## config.mk

```make
export PLATFORM = sky130hd
export DESIGN_NAME = buffer_uart_tx
export DESIGN_NICKNAME = d
export VERILOG_FILES = /design/src/rtl/uart_defs.sv /design/src/rtl/uart_baud_tick.sv /design/src/rtl/buffer_uart_tx.sv
export SDC_FILE = /design/constraint.sdc
export NUM_CORES = 1
export LEC_CHECK = 0
export CAP_MARGIN = 15
export CORE_MARGIN = 4
export CORE_UTILIZATION = 55
export DETAILED_ROUTE_END_ITERATION = 10
export PLACE_DENSITY = 0.76
export SKIP_LAST_GASP = 1
export SYNTH_ARGS = -nofsm -noshare
export SYNTH_HDL_FRONTEND = slang
export SYNTH_HIERARCHICAL = 1
export SYNTH_SLANG_ARGS = --single-unit
```

## constraint.sdc

```tcl
create_clock -name clk -period 2.6 [get_ports clk]
set_clock_uncertainty 0.1 [all_clocks]
set_input_delay 0.78 -clock clk [delete_from_list [all_inputs] [get_ports clk]]
set_output_delay 0.78 -clock clk [all_outputs]
set_load 0.1 [all_outputs]
```

## src/rtl/uart_defs.sv

```systemverilog
// Shared state encodings and line-level constants for the buffer-drain UART transmitter.
package uart_defs;

    typedef enum logic [2:0] {
        IDLE  = 3'd0,
        FETCH = 3'd1,
        LATCH = 3'd2,
        START = 3'd3,
        DATA  = 3'd4,
        STOP  = 3'd5
    } state_t;

    localparam int   NUM_OF_STATE = 6;
    localparam logic HIGH         = 1'b1;
    localparam logic LOW          = 1'b0;
    localparam logic TX_IDLE      = HIGH;

endpackage

```

## src/rtl/uart_baud_tick.sv

```systemverilog
// Bit-period timer: tick is high in the last clk of every CLKS_PER_BIT-cycle bit period.
// clr holds the count at zero so the first period after release is full length.
module uart_baud_tick #(
    parameter int CLKS_PER_BIT = 868
) (
    input  logic clk,
    input  logic rstb,
    input  logic clr,
    output logic tick
);

    localparam int            CW   = $clog2(CLKS_PER_BIT);
    localparam logic [CW-1:0] TERM = CW'(CLKS_PER_BIT - 1);

    logic [CW-1:0] r_cnt;

    always_ff @(posedge clk or negedge rstb) begin
        if (!rstb) begin
            r_cnt <= '0;
        end else if (clr || tick) begin
            r_cnt <= '0;
        end else begin
            r_cnt <= r_cnt + CW'(1);
        end
    end

    assign tick = !clr && (r_cnt == TERM);

endmodule

```

## src/rtl/buffer_uart_tx.sv

```systemverilog
// Pops words from the circular buffer and sends each as an 8N1 frame on tx; start bit appears
// 3 clk after buf_rd. A started frame always completes; new words are fetched only when enabled.
module buffer_uart_tx
    import uart_defs::*;
#(
    parameter int DATA_WIDTH   = 8,
    parameter int CLKS_PER_BIT = 868
) (
    input  logic                  clk,
    input  logic                  rstb,
    input  logic                  enable,
    input  logic                  buf_empty,
    output logic                  buf_rd,
    input  logic [DATA_WIDTH-1:0] buf_data,
    output logic                  tx,
    output logic                  busy,
    output logic                  byte_done
);

    localparam int BW = $clog2(DATA_WIDTH) + 1;

    state_t                r_state;
    state_t                w_next;
    logic [DATA_WIDTH-1:0] r_shift;
    logic [DATA_WIDTH-1:0] w_shift_nxt;
    logic [BW-1:0]         r_bit_cnt;
    logic                  r_tx;
    logic                  w_tx_nxt;
    logic                  w_tick;
    logic                  w_clr;
    logic                  w_fetch_ok;
    logic                  w_last_bit;

    assign w_fetch_ok = enable && !buf_empty;
    assign w_last_bit = (r_bit_cnt == BW'(DATA_WIDTH - 1));
    assign w_clr      = (r_state == IDLE) || (r_state == FETCH) || (r_state == LATCH);

    uart_baud_tick #(
        .CLKS_PER_BIT (CLKS_PER_BIT)
    ) u_baud (
        .clk  (clk),
        .rstb (rstb),
        .clr  (w_clr),
        .tick (w_tick)
    );

    always_ff @(posedge clk or negedge rstb) begin
        if (!rstb) begin
            r_state <= IDLE;
        end else begin
            r_state <= w_next;
        end
    end

    always_comb begin
        w_next = r_state;
        case (r_state)
            IDLE:    if (w_fetch_ok) w_next = FETCH;
            FETCH:   w_next = LATCH;
            LATCH:   w_next = START;
            START:   if (w_tick) w_next = DATA;
            DATA:    if (w_tick && w_last_bit) w_next = STOP;
            STOP:    if (w_tick) w_next = w_fetch_ok ? FETCH : IDLE;
            default: w_next = IDLE;
        endcase
    end

    // The buffer advances its read pointer on any sampled rd, so rd must stay low while in reset.
    always_comb begin
        buf_rd    = LOW;
        byte_done = LOW;
        case (r_state)
            IDLE: buf_rd = w_fetch_ok && rstb;
            STOP: begin
                byte_done = w_tick;
                buf_rd    = w_tick && w_fetch_ok;
            end
            default: ;
        endcase
    end

    always_comb begin
        w_shift_nxt = r_shift;
        if (r_state == LATCH) begin
            w_shift_nxt = buf_data;
        end else if ((r_state == DATA) && w_tick) begin
            w_shift_nxt = r_shift >> 1;
        end
    end

    // tx is registered from the next state so the line level changes on the state edge itself.
    always_comb begin
        case (w_next)
            START:   w_tx_nxt = LOW;
            DATA:    w_tx_nxt = w_shift_nxt[0];
            default: w_tx_nxt = TX_IDLE;
        endcase
    end

    always_ff @(posedge clk or negedge rstb) begin
        if (!rstb) begin
            r_shift   <= '0;
            r_bit_cnt <= '0;
            r_tx      <= TX_IDLE;
        end else begin
            r_shift <= w_shift_nxt;
            r_tx    <= w_tx_nxt;
            if (r_state == LATCH) begin
                r_bit_cnt <= '0;
            end else if ((r_state == DATA) && w_tick) begin
                r_bit_cnt <= r_bit_cnt + BW'(1);
            end
        end
    end

    assign tx   = r_tx;
    assign busy = (r_state != IDLE);

endmodule

```

# ---- Word level (Yosys, flattened, before mapping)
# Index checks and enable logic that the tools add are counted.
dict set report classes {
  muxes 14
  n_reduce_logical 14
  n_eq_ne 9
  add_sub_neg 2
}
# op n
set ops {}
lappend ops {{one-hot mux 3 bit (6 select lines)} 1}
lappend ops {{two-way mux 8 bit} 2}
lappend ops {{two-way mux 3 bit} 4}
lappend ops {{adder 10 x 1 -> 10 bit, second input constant} 1}
lappend ops {{== test 10 bit, second input constant} 1}
lappend ops {{two-way mux 10 bit} 1}
lappend ops {{== test 3 x 2 -> 1 bit, second input constant} 3}
lappend ops {{== test 3 bit, second input constant} 3}
lappend ops {{two-way mux 4 bit} 2}
lappend ops {{logical AND 1 bit} 6}
lappend ops {{adder 4 x 1 -> 4 bit, second input constant} 1}
lappend ops {{== test 4 x 3 -> 1 bit, second input constant} 1}
lappend ops {{one-hot mux 1 bit (2 select lines)} 2}
lappend ops {{== test 3 x 1 -> 1 bit, second input constant} 1}
lappend ops {{logical NOT 3 bit} 1}
lappend ops {{logical OR 1 bit} 3}
lappend ops {{nonzero test 3 bit} 1}
lappend ops {{logical NOT 1 bit} 2}
lappend ops {{two-way mux 1 bit} 2}
lappend ops {{nonzero test 2 bit} 1}
dict set report word_totals {
  inputBits 12
  reg_bits 26
}

# ---- Logic depth before layout (Yosys ltp)
# Gate-level depths: netlist (run 1).
dict set report depth {
  ltp_word 10
  ltp_mapped 8
  mapped_depth_nobuf 7
}

# ---- Modules after synthesis
# Netlist (run 1), hierarchy kept.
# module cells_each area_per_inst_um2 seq_area_each_um2 instances
set by_module_without_submodules {}
lappend by_module_without_submodules {buffer_uart_tx 87 877.1 401.6 1}
lappend by_module_without_submodules {uart_baud_tick 53 534.3 250.2 1}

# ---- Least setup slack after synthesis (run 1)
# OpenSTA, ideal clock, no wires.
dict set report synth_timing {
  kind {register to output}
  start {register u_baud.r_cnt[3]}
  end {output port buf_rd}
  stages_incl_launch_ff 7
  path_slack_ns -1.816
  path_buffers 1
  arrival_ns 3.536
  path_cell_list {dfrtp_1 > nor4_2 > nand4_1 > nor2_1 > clkbuf_1 > a31oi_1 > nor3_1}
}
dict set report synth_between {
  elab_chain_cells 4
}
# element line_no
set synth_rtl {}
lappend synth_rtl {{start: declaration} uart_baud_tick.sv:15} ;# logic [CW-1:0] r_cnt;
lappend synth_rtl {{start signal: assignment} uart_baud_tick.sv:23} ;# r_cnt <= r_cnt + CW'(1);
lappend synth_rtl {{== test 10 bit} uart_baud_tick.sv:27} ;# assign tick = !clr && (r_cnt == TERM);
lappend synth_rtl {{logical AND 1 bit} uart_baud_tick.sv:27}
lappend synth_rtl {{named net w_tick} buffer_uart_tx.sv:29} ;# logic w_tick;
lappend synth_rtl {{logical AND 1 bit} buffer_uart_tx.sv:76} ;# buf_rd = w_tick && w_fetch_ok;
lappend synth_rtl {{one-hot mux 1 bit (2 select lines)} buffer_uart_tx.sv:72} ;# case (r_state)
lappend synth_rtl {{end: declaration} buffer_uart_tx.sv:13} ;# output logic buf_rd,
# The timed path passes the listed nets, and every way through them passes these cells.

# ---- Final worst setup path (run 1)
# Ends and elaborated chain as after synthesis.

==> results.json, run 1 <==
{
  "worst_setup_path_end_kind": "primary output",
  "ant_nets": 0,
  "initial_core_util_pct": 57.5,
  "tightest_slew_ns": 0.445,
  "cp.depth": 6,
  "synth.yosys.seq_area_share_pct": 46.2,
  "cts_tree": "done",
  "required_ns": 1.72,
  "final-setup-viol-count": 2,
  "die_x_um": 58.7,
  "grt_pass1_vias": 1127,
  "io-pin-count": 16,
  "area_growth_pct": 27.4,
  "die_h_um": 58.7,
  "critPathCapture": "buf_rd",
  "hold_buffers": 0,
  "power.density_nw_per_um2": 361,
  "clk_pin_slew_ns": 0.14,
  "wl_mm": 2.99,
  "syn_avg_cell_area_um2": 10.1,
  "fin_crit_ns": 2.78,
  "rows": 18,
  "grt_max_degree": 27,
  "slew-limit-headroom_pct": 70.3,
  "max_freq_mhz": 359,
  "yosysWarnings": 6,
  "setup_tns_ns": -0.353,
  "hold_class": "register to register",
  "crit_path_max_fanout": 3,
  "violations": "setup timing",
  "synth_cell_types": 48,
  "crit_path_cell_trace": "nor4_4 > nand4_1 > nor2_4 > a31oi_4 > nor3_4 > buf_12",
  "dr.first_iter.drc_count": 33,
  "postSynthCellCount": 140,
  "synth_edf_count": 0,
  "setup.worst_path.start": "u_baud/r_cnt[3]",
  "synth_area_um2": 1410,
  "start_kind": "register",
  "hold_viol_final": 0,
  "multi_input_area_um2": 752,
  "rrSetupSlack_ns": 0.18,
  "synth_nets": 154,
  "cp.arrival_ns": 1.90,
  "grt_usage_pct": 18.8,
  "critPathSlowestCell": "dfrtp_1",
  "reg2reg_depth": 8,
  "synth_flop_cell": "dfrtp_1",
  "timing.final.ws_setup_ns": -0.185,
  "regArea_um2": 653,
  "place_congestion": 0.812,
  "grt_pass1_wl_mm": 5.06,
  "p_leak_nw": 0.794,
  "cp_num_buf_inv": 1,
  "drt-pass1-iter-count": 4,
  "fill_cells": 191,
  "post-dp-hpwl_mm": 2.10,
  "core_area_um2": 2450,
  "root_buffer": "clkbuf_4",
  "synth-seq-cells": 26,
  "rr_endpoint": "tx",
  "nNetsFinal": 182,
  "overflow": 0,
  "cp_top_family": "simple AND/OR/NAND/NOR gates",
  "port_buffers": 15,
  "cts_buffers": 3,
  "status": "finished with violations",
  "drcViolationCount": 0,
  "die_area_um2": 3440,
  "drive_above_1_share_pct": 24.6,
  "grt_antenna_before_repair": 0,
  "vdd_ir_drop_max_mv": 0.392,
  "rsz0062_at_grt": "yes",
  "clock_sinks": 26,
  "worst-setup-path-type": "register to primary output",
  "r2r_start": "u_baud/r_cnt[3]",
  "period_share_pct": 107,
  "fin_area_um2": 1800,
  "diodes": 0,
  "via_count": 1207,
  "clk_path_buf_depth": 2,
  "drv_cap": 0,
  "slew_viol_final": 0,
  "vias_per_cell": 6.13,
  "wire_per_inst_um": 15.2,
  "async_flop_share_pct": 100,
  "max_stage_delay_ns": 0.44,
  "htreeDepth": 1,
  "insertion_delay_ns": 0.31,
  "place_area_um2": 1720
}
-- power breakdown --
group	total, W	switching [W]	internal, W
clock	0.000200	0.000114	0.0000855
sequential	0.000414	0.00000373	0.000411
combinational	0.0000350	0.0000149	0.0000201
-- metal layers --
metal / GRT usage [%] / wire (um) / vias to the layer above
li1: - / - / 575
met1: 25.0 / 1240 / 583
met2: 31.9 / 1550 / 45
met3: 3.07 / 173 / 4
met4: 4.85 / 31 / 0
met5: 0 / 0 / -
-- kinds of logic after synthesis --
kind of cell               synth area share, %
AOI/OAI and AO/OA                         18.2
buffers and inverters                     4.34
xor gates and xnor gates                  1.86
and+or+nand+nor                           27.0
DFF                                       46.2
muxes                                    0.709
adders and majority gates                 1.77
-- tightest hold or removal path, delay by kind of cell, from the launching register on --
kind	cells	cell delay, ns
AND/OR/NAND/NOR	1	0.06
AO/OA/AOI/OAI	1	0.07
flip-flops	1	0.37
-- cell usage in the layout, fill, tap and decap left out, types with 2 or more instances in the layout --
cell	count
dfrtp_1	24
buf_4	19
nand3_1	11
nand2_1	10
clkdlybuf4s50_1	10
a21oi_1	8
nor2_1	7
or3_1	6
a22oi_1	5
o21ai_1	4
o21ai_0	4
and2_1	3
clkbuf_4	3
buf_12	3
nand4_1	3
nand2b_1	2
a22o_1	2
inv_1	2
o31ai_1	2
xor2_1	2
-- metrics by stage --
| stage | utilization (%) | hold slack (ns) | setup slack [ns] | cells | power (W) |
|---|---|---|---|---|---|
| 2_1_floorplan | - | 0.362 | -0.416 | 140 | 0.000429 |
| 3_3_place_gp | 70.2 | 0.369 | -0.310 | 189 | 0.000457 |
| 3_5_place_dp | 70.2 | 0.385 | -0.293 | 189 | 0.000458 |
| 4_1_cts | 72.7 | 0.417 | -0.166 | 196 | 0.000660 |
| 5_1_grt | 73.2 | 0.431 | -0.316 | 197 | 0.000685 |
| 6_report | 73.2 | 0.418 | -0.185 | 197 | 0.000649 |
-- worst min-delay path by stage --
stage                     from          to  slack (ns)  cells after the start
CTS                 r_shift[3]  r_shift[2]        0.42                      2
global route        r_shift[3]  r_shift[2]        0.43                      2
floorplan           r_shift[3]  r_shift[2]        0.36                      2
finish              r_shift[5]  r_shift[4]        0.42                      2
detailed placement  r_shift[4]  r_shift[3]        0.39                      2
global placement    r_shift[4]  r_shift[3]        0.37                      2
-- flip-flops by register name (all words and copies together), names as in the netlist --
name	cells
r_bit_cnt	4
u_baud/r_cnt	10
r_state	3
r_shift	8
tx	1
-- synthesized netlist by cell type, types with 2 or more instances --
library cell | n | area, um^2
a22oi_1 | 5 | 37.5
and2_1 | 4 | 25.0
and4b_1 | 2 | 20.0
nand3_1 | 11 | 55.1
a21oi_1 | 8 | 40.0
o21ai_1 | 4 | 20.0
nand2b_1 | 2 | 12.5
buf_2 | 4 | 20.0
o21ai_0 | 4 | 20.0
nand4_1 | 3 | 18.8
clkbuf_1 | 4 | 15.0
nor2_1 | 8 | 30.0
dfrtp_1 | 25 | 626
a31oi_1 | 2 | 12.5
a22o_1 | 2 | 17.5
or3_1 | 6 | 37.5
inv_1 | 2 | 7.51
nand2_1 | 10 | 37.5
nor3b_1 | 2 | 15.0
o31ai_1 | 2 | 15.0
xor2_1 | 2 | 17.5
ha_1 | 2 | 25.0
-- final cells by class --
type,instances,area share [%]
Clock buffer,4,2.02
Inverter,2,0.418
Multi-Input combinational cell,102,41.8
Tap cell,30,2.09
Sequential cell,26,36.3
Timing Repair Buffer,33,17.3
-- repair_timing --
action | 4_1_cts | 5_1_grt
buffers inserted | 3 | 1
pin swaps | 5 | 3
setup endpoints to repair | 2 | 2
resized for setup | 2 | 1
Power figures use the tool's default switching activity.
==> run 2: changes to the inputs <==
--- a/config.mk
+++ b/config.mk
@@ -9,6 +9,7 @@
 export CORE_MARGIN = 4
 export CORE_UTILIZATION = 55
 export DETAILED_ROUTE_END_ITERATION = 10
+export MAX_ROUTING_LAYER = met4
 export PLACE_DENSITY = 0.76
 export SKIP_LAST_GASP = 1
 export SYNTH_ARGS = -nofsm -noshare
==> run 2 against run 1 <==
The run still ends with setup timing left. Worst setup slack lost 0.0084 ns. Register-to-register slack is essentially flat. Routed wire length rose by 0.57%. Fmax decreased by 0.30%. Global-route usage rose by 0.57 points. Count of clock-buffer cells in the layout unchanged. Final area did not move. Cell count stayed put. Critical path type unchanged. Largest cell class unchanged. Highest routed layer unchanged.
==> results.json, run 2 (synthesis results as in run 1) <==
{
  "status": "finished with violations",
  "violations": "setup timing",
  "place_congestion": 0.824,
  "largest_register_ffs": 10,
  "required_ns": 1.72,
  "wl_mm": 3.01,
  "tightest_slew_ns": 0.459,
  "die_x_um": 58.7,
  "drt-pass1-iter-count": 4,
  "root_buffer": "clkbuf_4",
  "period_share_pct": 107,
  "p_leak_nw": 0.794,
  "insertion_delay_ns": 0.31,
  "nNetsFinal": 182,
  "critPathSlowestCell": "dfrtp_1",
  "core_area_um2": 2450,
  "grt_max_degree": 27,
  "cts_buffers": 3,
  "place_area_um2": 1720,
  "final-setup-viol-count": 2,
  "final_common_cell": "dfrtp_1",
  "area_growth_pct": 27.4,
  "top_register": "u_baud/r_cnt",
  "reg_top3": "u_baud/r_cnt (10), r_shift (8), r_bit_cnt (4)",
  "die_area_um2": 3440,
  "vias_per_cell": 6.09,
  "dp.cells": 189,
  "layout_common_cells": "dfrtp_1 (24), buf_4 (19), nand3_1 (11)",
  "slew_viol_final": 0,
  "diodes": 0,
  "max_stage_delay_ns": 0.44,
  "power.density_nw_per_um2": 362,
  "worst_setup_path_end_kind": "primary output",
  "die_h_um": 58.7,
  "cp.arrival_ns": 1.91,
  "clk_path_buf_depth": 2,
  "rows": 18,
  "fin_crit_ns": 2.79,
  "drive_above_1_share_pct": 24.6,
  "timing.final.ws_setup_ns": -0.193,
  "slew-limit-headroom_pct": 69.4,
  "via_count": 1200,
  "drcViolationCount": 0,
  "rsz0062_at_grt": "yes",
  "layout.cells.non_filler": 197,
  "r2r_start": "u_baud/r_cnt[3]",
  "port_buffers": 15,
  "crit_path_cell_trace": "nor4_4 > nand4_1 > nor2_4 > a31oi_4 > nor3_4 > buf_12",
  "initial_core_util_pct": 57.5,
  "dr.first_iter.drc_count": 43,
  "hp-start": "r_shift[5]",
  "clock_sinks": 26,
  "io-pin-count": 16,
  "grt_pass1_vias": 1128,
  "setup_tns_ns": -0.370,
  "fin_area_um2": 1800,
  "wire_per_inst_um": 15.3,
  "clk_pin_slew_ns": 0.14,
  "hold_viol_final": 0,
  "grt_usage_pct": 19.3,
  "cp_num_buf_inv": 1,
  "drv_cap": 0,
  "hold_class": "register to register",
  "max_freq_mhz": 358,
  "worst-setup-path-type": "register to primary output",
  "vdd_ir_drop_max_mv": 0.390,
  "hold_buffers": 0,
  "htreeDepth": 1,
  "setup.worst_path.start": "u_baud/r_cnt[3]",
  "cp_top_family": "simple AND/OR/NAND/NOR gates",
  "overflow": 0,
  "crit_path_max_fanout": 3,
  "grt_pass1_wl_mm": 5.06,
  "p_total_w": 0.000651,
  "post-dp-hpwl_mm": 2.10,
  "grt_antenna_before_repair": 0,
  "start_kind": "register",
  "cts_tree": "done",
  "ant_nets": 0
}
-- run 2: area by class of cell --
cell class,count,area (um^2)
fill,191,657
timing repair buffer,33,312
sequential,26,653
clock buffer,4,36.3
multi-input combinational,102,752
inverter,2,7.51
tap,30,37.5
-- run 2: per-stage QoR --
stage / worst slack, ns / utilization (%) / hold slack (ns)
floorplan: -0.416 / - / 0.362
global placement: -0.310 / 70.2 / 0.369
detailed placement: -0.293 / 70.2 / 0.385
CTS: -0.166 / 72.7 / 0.417
global route: -0.316 / 73.2 / 0.431
finish: -0.193 / 73.2 / 0.416
-- run 2: worst register-to-register path, delay by kind of cell, from the launching register on --
family,cells,cell delay [ns]
and+or+nand+nor,5,1.32
DFF,1,0.44
buffers and inverters,2,0.29
AOI/OAI and AO/OA,1,0.21
-- run 2: repair_timing --
item	CTS	global route
pin swaps	5	3
gates resized for setup	2	1
buffers inserted	3	1
endpoints found under the setup margin	2	2
endpoints found under the hold margin	0	0
-- run 2: routing by layer --
layer / wire (um) / share of wire [%] / vias up / GRT usage (%)
li1: - / - / 576 / -
met1: 1330 / 44 / 583 / 24.9
met2: 1530 / 51 / 35 / 32.1
met3: 112 / 3.7 / 6 / 3.07
met4: 37 / 1.2 / 0 / 4.85
met5: 0 / 0 / - / -
-- run 2: report_power, final --
group          switching [W]  leakage [nW]  internal [W]
Sequential        0.00000372         0.307      0.000411
Clock               0.000116        0.0210     0.0000856
Combinational      0.0000150         0.466     0.0000201
Total               0.000134         0.794      0.000516
-- run 2: path summary, 6_finish.rpt --
| check | to | slack [ns] | cells past startpoint |
|---|---|---|---|
| max | buf_rd | -0.19 | 6 |
| min | r_shift[4] | 0.42 | 2 |
| max reg2reg | tx | 0.18 | 8 |
| min reg2reg | r_shift[4] | 0.42 | 2 |
| max in group asynchronous | tx | 1.63 | 2 |
| min in group asynchronous | u_baud/r_cnt[8] | 0.48 | 2 |
